## src/rtl/nibble_link_pkg.sv

```systemverilog
// nibble_link_pkg
// Shared definitions for the 4-bit nibble link scrambler/descrambler pair.
// Both ends of the link must use the same LFSR width, tap mask, seed and step
// function, or the keystreams drift apart.
//   LFSR_W    : LFSR state width
//   POLY      : tap mask, x^7 + x^6 + 1 (taps s[6], s[5])
//   SEED      : reset value and substitute for a rejected all-zero seed
//   lfsr_step : one LFSR step, returns {keystream bit, next state}
package nibble_link_pkg;

  localparam int                LFSR_W = 7;
  localparam logic [LFSR_W-1:0] POLY   = 7'h60;
  localparam logic [LFSR_W-1:0] SEED   = 7'h7F;

  typedef logic [3:0]        nibble_t;
  typedef logic [LFSR_W-1:0] lfsr_t;

  // The keystream bit is the MSB before shifting; the feedback bit is the
  // parity of the tapped state bits and enters at the LSB.
  function automatic logic [LFSR_W:0] lfsr_step(input lfsr_t s);
    return {s[LFSR_W-1], s[LFSR_W-2:0], ^(s & POLY)};
  endfunction

endpackage

```

## src/rtl/nibble_keystream.sv

```systemverilog
// nibble_keystream
// Holds the descrambler LFSR and produces one 4-bit key nibble per beat.
// The four LFSR steps of a beat are unrolled combinationally, so the key for
// the current state is always available and the state jumps four steps on
// each advance.
// Ports:
//   clk      in   clock, rising edge
//   rst_n    in   asynchronous active-low reset (LFSR returns to SEED)
//   load     in   load seed into the LFSR this cycle (wins over advance)
//   seed     in   seed value used when load=1
//   advance  in   step the LFSR four times (one accepted beat)
//   key      out  key nibble for the current state, first bit in bit 3
//   seed_err out  one-cycle pulse after an all-zero seed was rejected
module nibble_keystream
  import nibble_link_pkg::*;
(
  input  logic    clk,
  input  logic    rst_n,
  input  logic    load,
  input  lfsr_t   seed,
  input  logic    advance,
  output nibble_t key,
  output logic    seed_err
);

  lfsr_t             lfsr_q, lfsr_d;
  logic              seed_err_q, seed_err_d;
  lfsr_t             stage    [0:4];
  logic [LFSR_W:0]   step_res [0:3];

  assign stage[0] = lfsr_q;

  // Unrolled four-step chain; step gi supplies key bit 3-gi.
  generate
    for (genvar gi = 0; gi < 4; gi++) begin : g_step
      assign step_res[gi]  = lfsr_step(stage[gi]);
      assign stage[gi+1]   = step_res[gi][LFSR_W-1:0];
      assign key[3-gi]     = step_res[gi][LFSR_W];
    end
  endgenerate

  always_comb begin
    lfsr_d     = lfsr_q;
    seed_err_d = 1'b0;
    if (load) begin
      // An all-zero state would lock the LFSR, so substitute the default seed.
      if (seed == '0) begin
        lfsr_d     = SEED;
        seed_err_d = 1'b1;
      end else begin
        lfsr_d = seed;
      end
    end else if (advance) begin
      lfsr_d = stage[4];
    end
  end

  always_ff @(posedge clk or negedge rst_n) begin
    if (!rst_n) begin
      lfsr_q     <= SEED;
      seed_err_q <= 1'b0;
    end else begin
      lfsr_q     <= lfsr_d;
      seed_err_q <= seed_err_d;
    end
  end

  assign seed_err = seed_err_q;

endmodule

```

## src/rtl/nibble_descrambler.sv

```systemverilog
// nibble_descrambler
// Receive end of the nibble link: XORs each accepted scrambled nibble with
// the LFSR key nibble and presents the plain nibble in a registered output
// stage with a valid/ready handshake (one cycle of latency, full throughput).
// Ports:
//   clk        in   clock, rising edge
//   rst_n      in   asynchronous active-low reset
//   seed_load  in   load seed into the LFSR this cycle (blocks acceptance)
//   seed       in   seed value used when seed_load=1
//   in_valid   in   scrambled nibble present
//   in_ready   out  nibble accepted this cycle when in_valid=1
//   in_data    in   scrambled nibble
//   out_valid  out  plain nibble held in output register
//   out_ready  in   downstream takes the nibble
//   out_data   out  plain nibble
//   seed_err   out  one-cycle pulse: zero seed rejected
module nibble_descrambler
  import nibble_link_pkg::*;
(
  input  logic              clk,
  input  logic              rst_n,
  input  logic              seed_load,
  input  logic [LFSR_W-1:0] seed,
  input  logic              in_valid,
  output logic              in_ready,
  input  logic [3:0]        in_data,
  output logic              out_valid,
  input  logic              out_ready,
  output logic [3:0]        out_data,
  output logic              seed_err
);

  logic    out_valid_q, out_valid_d;
  nibble_t out_data_q,  out_data_d;
  nibble_t key;
  logic    accept;

  // A reseed cycle never accepts, so the beat arriving alongside it is
  // simply held by the sender and descrambled with the new key.
  assign in_ready = !seed_load && (!out_valid_q || out_ready);
  assign accept   = in_valid && in_ready;

  nibble_keystream u_keystream (
    .clk      (clk),
    .rst_n    (rst_n),
    .load     (seed_load),
    .seed     (seed),
    .advance  (accept),
    .key      (key),
    .seed_err (seed_err)
  );

  always_comb begin
    out_valid_d = out_valid_q;
    out_data_d  = out_data_q;
    if (accept) begin
      out_data_d  = in_data ^ key;
      out_valid_d = 1'b1;
    end else if (out_valid_q && out_ready) begin
      out_valid_d = 1'b0;
    end
  end

  always_ff @(posedge clk or negedge rst_n) begin
    if (!rst_n) begin
      out_valid_q <= 1'b0;
      out_data_q  <= 4'h0;
    end else begin
      out_valid_q <= out_valid_d;
      out_data_q  <= out_data_d;
    end
  end

  assign out_valid = out_valid_q;
  assign out_data  = out_data_q;

endmodule

```

## config.mk

```make
export PLATFORM = sky130hd
export DESIGN_NAME = nibble_descrambler
export DESIGN_NICKNAME = d
export VERILOG_FILES = /design/src/rtl/nibble_link_pkg.sv /design/src/rtl/nibble_keystream.sv /design/src/rtl/nibble_descrambler.sv
export SDC_FILE = /design/constraint.sdc
export NUM_CORES = 1
export LEC_CHECK = 0
export CAP_MARGIN = 15
export CORE_MARGIN = 2
export CORE_UTILIZATION = 28
export DETAILED_ROUTE_END_ITERATION = 8
export PLACE_DENSITY = 0.6
export SLEW_MARGIN = 40
export SYNTH_ARGS = -nofsm -noshare
export SYNTH_HDL_FRONTEND = slang
export SYNTH_HIERARCHICAL = 1
export SYNTH_SLANG_ARGS = --single-unit
```

## constraint.sdc

```tcl
create_clock -name clk -period 1.66 [get_ports clk]
set_input_delay 0.166 -clock clk [delete_from_list [all_inputs] [get_ports clk]]
set_output_delay 0.166 -clock clk [all_outputs]
set_load 0.01 [all_outputs]
```

## Word-level counts from Yosys, hierarchy flattened

Cells that the tools add are included.

- Multiplexer cells: 7
- Divide/modulo/power cells: 0
- $lt $le $gt $ge: 0
- Reductions and logical operators: 13
- Add/sub/neg operators: 0
- Multipliers: 0
- Shift operators: 0
- Equal/unequal tests: 0
- Bitwise gates (word level): 1

Operators by type and width:

| kind | count |
|---|---|
| 7-bit parity | 4 |
| 7-bit 2-to-1 mux | 3 |
| 7-bit zero test | 1 |
| 1-bit 2-to-1 mux | 4 |
| 2-bit nonzero test | 2 |
| 4-bit bitwise XOR | 1 |
| 1-bit logical AND | 3 |
| 1-bit zero test | 2 |
| 1-bit logical OR | 1 |

- Output and inout bits: 7
- Bits in latches: 0
- Memories kept: 0
- Memory bits (read-only): 0
- RAM bits: 0
- Input port bits: 16
- Register bits after elaboration: 13
- Logic and storage cells: 25

## Longest topological paths before layout

- Word-level depth: 6
- Depth in mapped cells: 6
- Gate-level depth less buffers: 5

## By module

The synthesis kept the hierarchy.

Modules (own cells, without submodules):

| module | cells each | instances | area each (µm²) | seq. area each (µm²) |
|---|---|---|---|---|
| nibble_keystream | 46 | 1 | 459.2 | 209.0 |
| nibble_descrambler | 17 | 1 | 247.7 | 125.1 |

## Least setup slack after synthesis

No wires, ideal clock.

- Kind: reg2reg
- From: register out_valid_q, in the netlist out_valid
- To: register u_keystream.lfsr_q[1]
- Cell stages (with the launch flop): 7
- Path slack: 0.123 ns
- Clock period less this slack: 1.537 ns
- Arrival time: 1.459 ns
- Cell sequence: dfrtp_1 > nor2b_4 > nor3b_4 > or2_2 > clkbuf_1 > nor2_1 > a31oi_1

- Word-level cells in the longest chain between the ends: 5

RTL lines:

| item | line | text |
|---|---|---|
| start, declared | nibble_descrambler.sv:33 | `logic out_valid_q, out_valid_d;` |
| start signal, assigned | nibble_descrambler.sv:69 | `out_valid_q <= out_valid_d;` |
| 1-bit zero test | nibble_descrambler.sv:40 | `assign in_ready = !seed_load && (!out_valid_q \|\| out_ready);` |
| 1-bit logical OR | nibble_descrambler.sv:40 |  |
| 1-bit logical AND | nibble_descrambler.sv:40 |  |
| 1-bit logical AND | nibble_descrambler.sv:41 | `assign accept = in_valid && in_ready;` |
| via accept | nibble_descrambler.sv:36 | `logic accept;` |
| 2-bit nonzero test (no source line) | - |  |
| end signal, assigned | nibble_keystream.sv:63 | `lfsr_q <= lfsr_d;` |
| end, declared | nibble_keystream.sv:26 | `lfsr_t lfsr_q, lfsr_d;` |

The timed path passes the listed nets, and every way through them passes these cells.
A chain may end at the register's enable or synchronous reset.

## Worst setup path in the final report

- From: input port seed[3]
- To: register u_keystream.lfsr_q[3]

- Word-level cells in the longest chain between the ends: 3

RTL lines:

| item | line | text |
|---|---|---|
| start, declared | nibble_descrambler.sv:23 | `input logic [LFSR_W-1:0] seed,` |
| 7-bit zero test | nibble_keystream.sv:47 | `if (seed == '0) begin` |
| 7-bit 2-to-1 mux * | nibble_keystream.sv:47 |  |
| 7-bit 2-to-1 mux * | nibble_keystream.sv:45 | `if (load) begin` |

Mark *: on every way between the ends. The rest lies on a longest branch, timed or not.

==> results.yml <==
outcome:
  status: "complete, no violations"
pwr:
  leakage_uw: 0.000411
  power_uw: 948
  p_clk_frac: 0.199
  ir_worst_vdd_mv: 0.340
  p_sw_uw: 257
  switching_share: 0.271
  p_per_area_mw_per_mm2: 967
  p_int_uw: 691
  seqPwrFrac: 0.482
  pwr-share-comb: 0.319
setup_path:
  cp-end-kind: "register"
  start_kind: "primary input"
  cp.arrival_ns: 1.78
  critPathKind: "primary input to register"
  critical_path_required_ns: 1.85
  path_max_fanout: 8
floorplan:
  dieHeight_um: 54.2
  start_util: 0.291
  core_sq_mm: 0.00243
  fp-row-count: 18
  die_x_um: 54.2
  die_area_sq_mm: 0.00294
  ios: 23
global_route:
  overflow: 0
  grt_pass1_wl_mm: 2.32
  gr-usage-all-layers: 0.115
  antenna_found_initial: 0
  grt_max_degree: 14
  grt_pass1_vias: 518
clock_network:
  cts_buffer_depth: 2
  clockRootBuffer: "clkbuf_4"
  clkTransAtPathRegs_ns: 0.08
  cts_hold_buf: 0
  cts.sinks: 13
  htreeDepth: 1
  numCtsBuffers: 3
  cts_tree: "built"
  clk_latency_ns: 0.26
yosys:
  postSynth.asyncResetShare: 1.00
  synth_compound_area_frac: 0.0637
  syn-num-nets: 79
  netlist_area_sq_um: 707
  synth.area.top_cells: "dfstp_2 26%, dfrtp_1 21%, xor2_1 8.7%"
  synth-warning-count: 6
  synth_edf_count: 0
  synth.area.mux_share: 0.150
  synth_top_cell_area_share: 0.260
  syn-instance-count: 63
  synth_xor_area_frac: 0.0991
  synth_seq_cells: 13
  synthSimpleGateAreaFrac: 0.149
  yosys.cell_types.count: 21
  yosysSeqAreaShare: 0.473
  yosysTopAreaCell: "dfstp_2"
  ys.flop_type: "dfstp_2"
  yosys.area_share.adder: 0
  avgSynthCellArea_sq_um: 11.2
  synth_top_family_by_area: "multiplexers"
  yosys-top-cells-count: "7 x dfstp_2, 7 x nor2_1, 7 x xor2_1"
route:
  dr_total_vias: 529
  drc_errors: 0
  routed_wl_mm: 1.45
  viasPerCell: 4.60
  drt-initial-drc-count: 2
  wire_per_inst_um: 12.6
  ant_nets: 0
  drtPass1Iterations: 2
finish:
  stdcell_count: 115
  n_fill_cell: 242
  n_antenna_cell: 0
  fin_nets: 102
  drive_gt1_frac: 0.282
  final_core_util: 0.403
  syn_to_final_growth_pct: 38.8
placed_design:
  numPortBuffers: 22
  dpl.cell_count: 111
  dp_hpwl_mm: 1.09
  finalWeightedCongestion: 0.734
sta:
  worstMarginPinSlew_ns: 0.583
  slew_headroom: 0.610
  hold_viol_final: 0
  fin_skew_ns: 0.00331
  fin_crit_sh: 0.955
  final.min_clock_period_ns: 1.59
  maxSlewViolCount: 0
  fmax_ghz: 0.631
  rsz0062_at_grt: "no"
  setup_violations: 0
hold_path:
  min_path_type: "primary input to async pin"
job:
  maxCapViolCount: 0
==> critical path: stages <==
cell and delay [ns]:
clkdlybuf4s50_1 0.42, or4_1 0.52, or4_4 0.50, a31oi_1 0.17
==> path summary, 6_finish.rpt <==
kind	start	cells past startpoint	slack, ns	to
max in group asynchronous	rst_n	1	1.01	u_keystream/seed_err$_DFF_PN0_
worst max register to register	out_valid$_DFFE_PN0P_	6	0.21	u_keystream/lfsr_q[5]$_DFFE_PN1P_
worst max-delay path	seed[3]	4	0.07	u_keystream/lfsr_q[3]$_DFFE_PN1P_
min in group clk	seed[2]	3	0.48	u_keystream/lfsr_q[2]$_DFFE_PN1P_
worst min-delay path	rst_n	1	0.27	out_data[0]$_DFFE_PN0P_
worst min register to register	u_keystream/lfsr_q[0]$_DFFE_PN1P_	2	0.50	u_keystream/lfsr_q[0]$_DFFE_PN1P_
==> cell type report <==
cell class,instances,area (sq um),area share
Multi-Input combinational cell,42,337,0.343
Sequential cell,13,334,0.341
Timing Repair Buffer,25,243,0.247
Tap cell,30,37.5,0.0383
Clock buffer,4,26.3,0.0268
Inverter,1,3.75,0.00383
==> power by group through the flow <==
stage | sequential [uW] | combinational [uW] | clock [uW]
final | 457 | 302 | 189
after global routing | 471 | 333 | 225
after CTS | 461 | 302 | 200
after detailed placement | 468 | 300 | 0
after global placement | 461 | 299 | 0
after floorplan | 470 | 161 | 0
==> kinds of logic after synthesis <==
group,count (synthesis)
AOI/OAI and AO/OA,7
xor gates and xnor gates,8
muxes,10
buffers and inverters,8
and+or+nand+nor,17
DFF,13
==> state kept, by name, summed over array words and instances (netlist names) <==
register	count
out_valid	1
out_data	4
u_keystream/seed_err	1
u_keystream/lfsr_q	7
==> what timing repair did <==
action	CTS	global route
endpoints found under the setup margin	5	5
cloned	0	0
pin swaps	0	1
gates resized for setup	1	1
buffers inserted	0	0
==> stage by stage <==
stage	setup slack (ns)	hold slack [ns]	TNS (ns)	cell area (sq um)
after floorplan	0.123	-0.130	0	707
after global placement	-0.345	0.489	-2.54	945
after detailed placement	-0.368	0.495	-2.55	945
after CTS	0.0153	0.284	0	975
after global routing	0.0293	0.309	0	981
final	0.0750	0.266	0	981
==> placed cells by master, fill, tap and decap left out <==
cell and n:
nand2b_1 1, nand3_1 1, nand2_1 2, or2_2 2
xor2_1 7, buf_4 3, dfrtp_1 6, or4_1 1
or4_4 1, mux2i_1 5, nor2b_4 1, o21ai_0 1
nor3b_4 1, a31oi_2 1, xnor2_1 1, dfstp_2 7
a31oi_1 4, inv_1 1, clkbuf_4 3, clkdlybuf4s50_1 22
clkbuf_1 1, nor2_1 7, a211o_1 1, mux2_2 5
==> routing by layer <==
layer | vias to the layer above | wire (um) | global-route usage
li1 | 258 | - | -
met1 | 250 | 630 | 0.134
met2 | 19 | 655 | 0.181
met3 | 2 | 127 | 0.0383
met4 | 0 | 36 | 0.0750
met5 | - | 0 | 0
No activity file was read; power rests on OpenSTA's default activity.
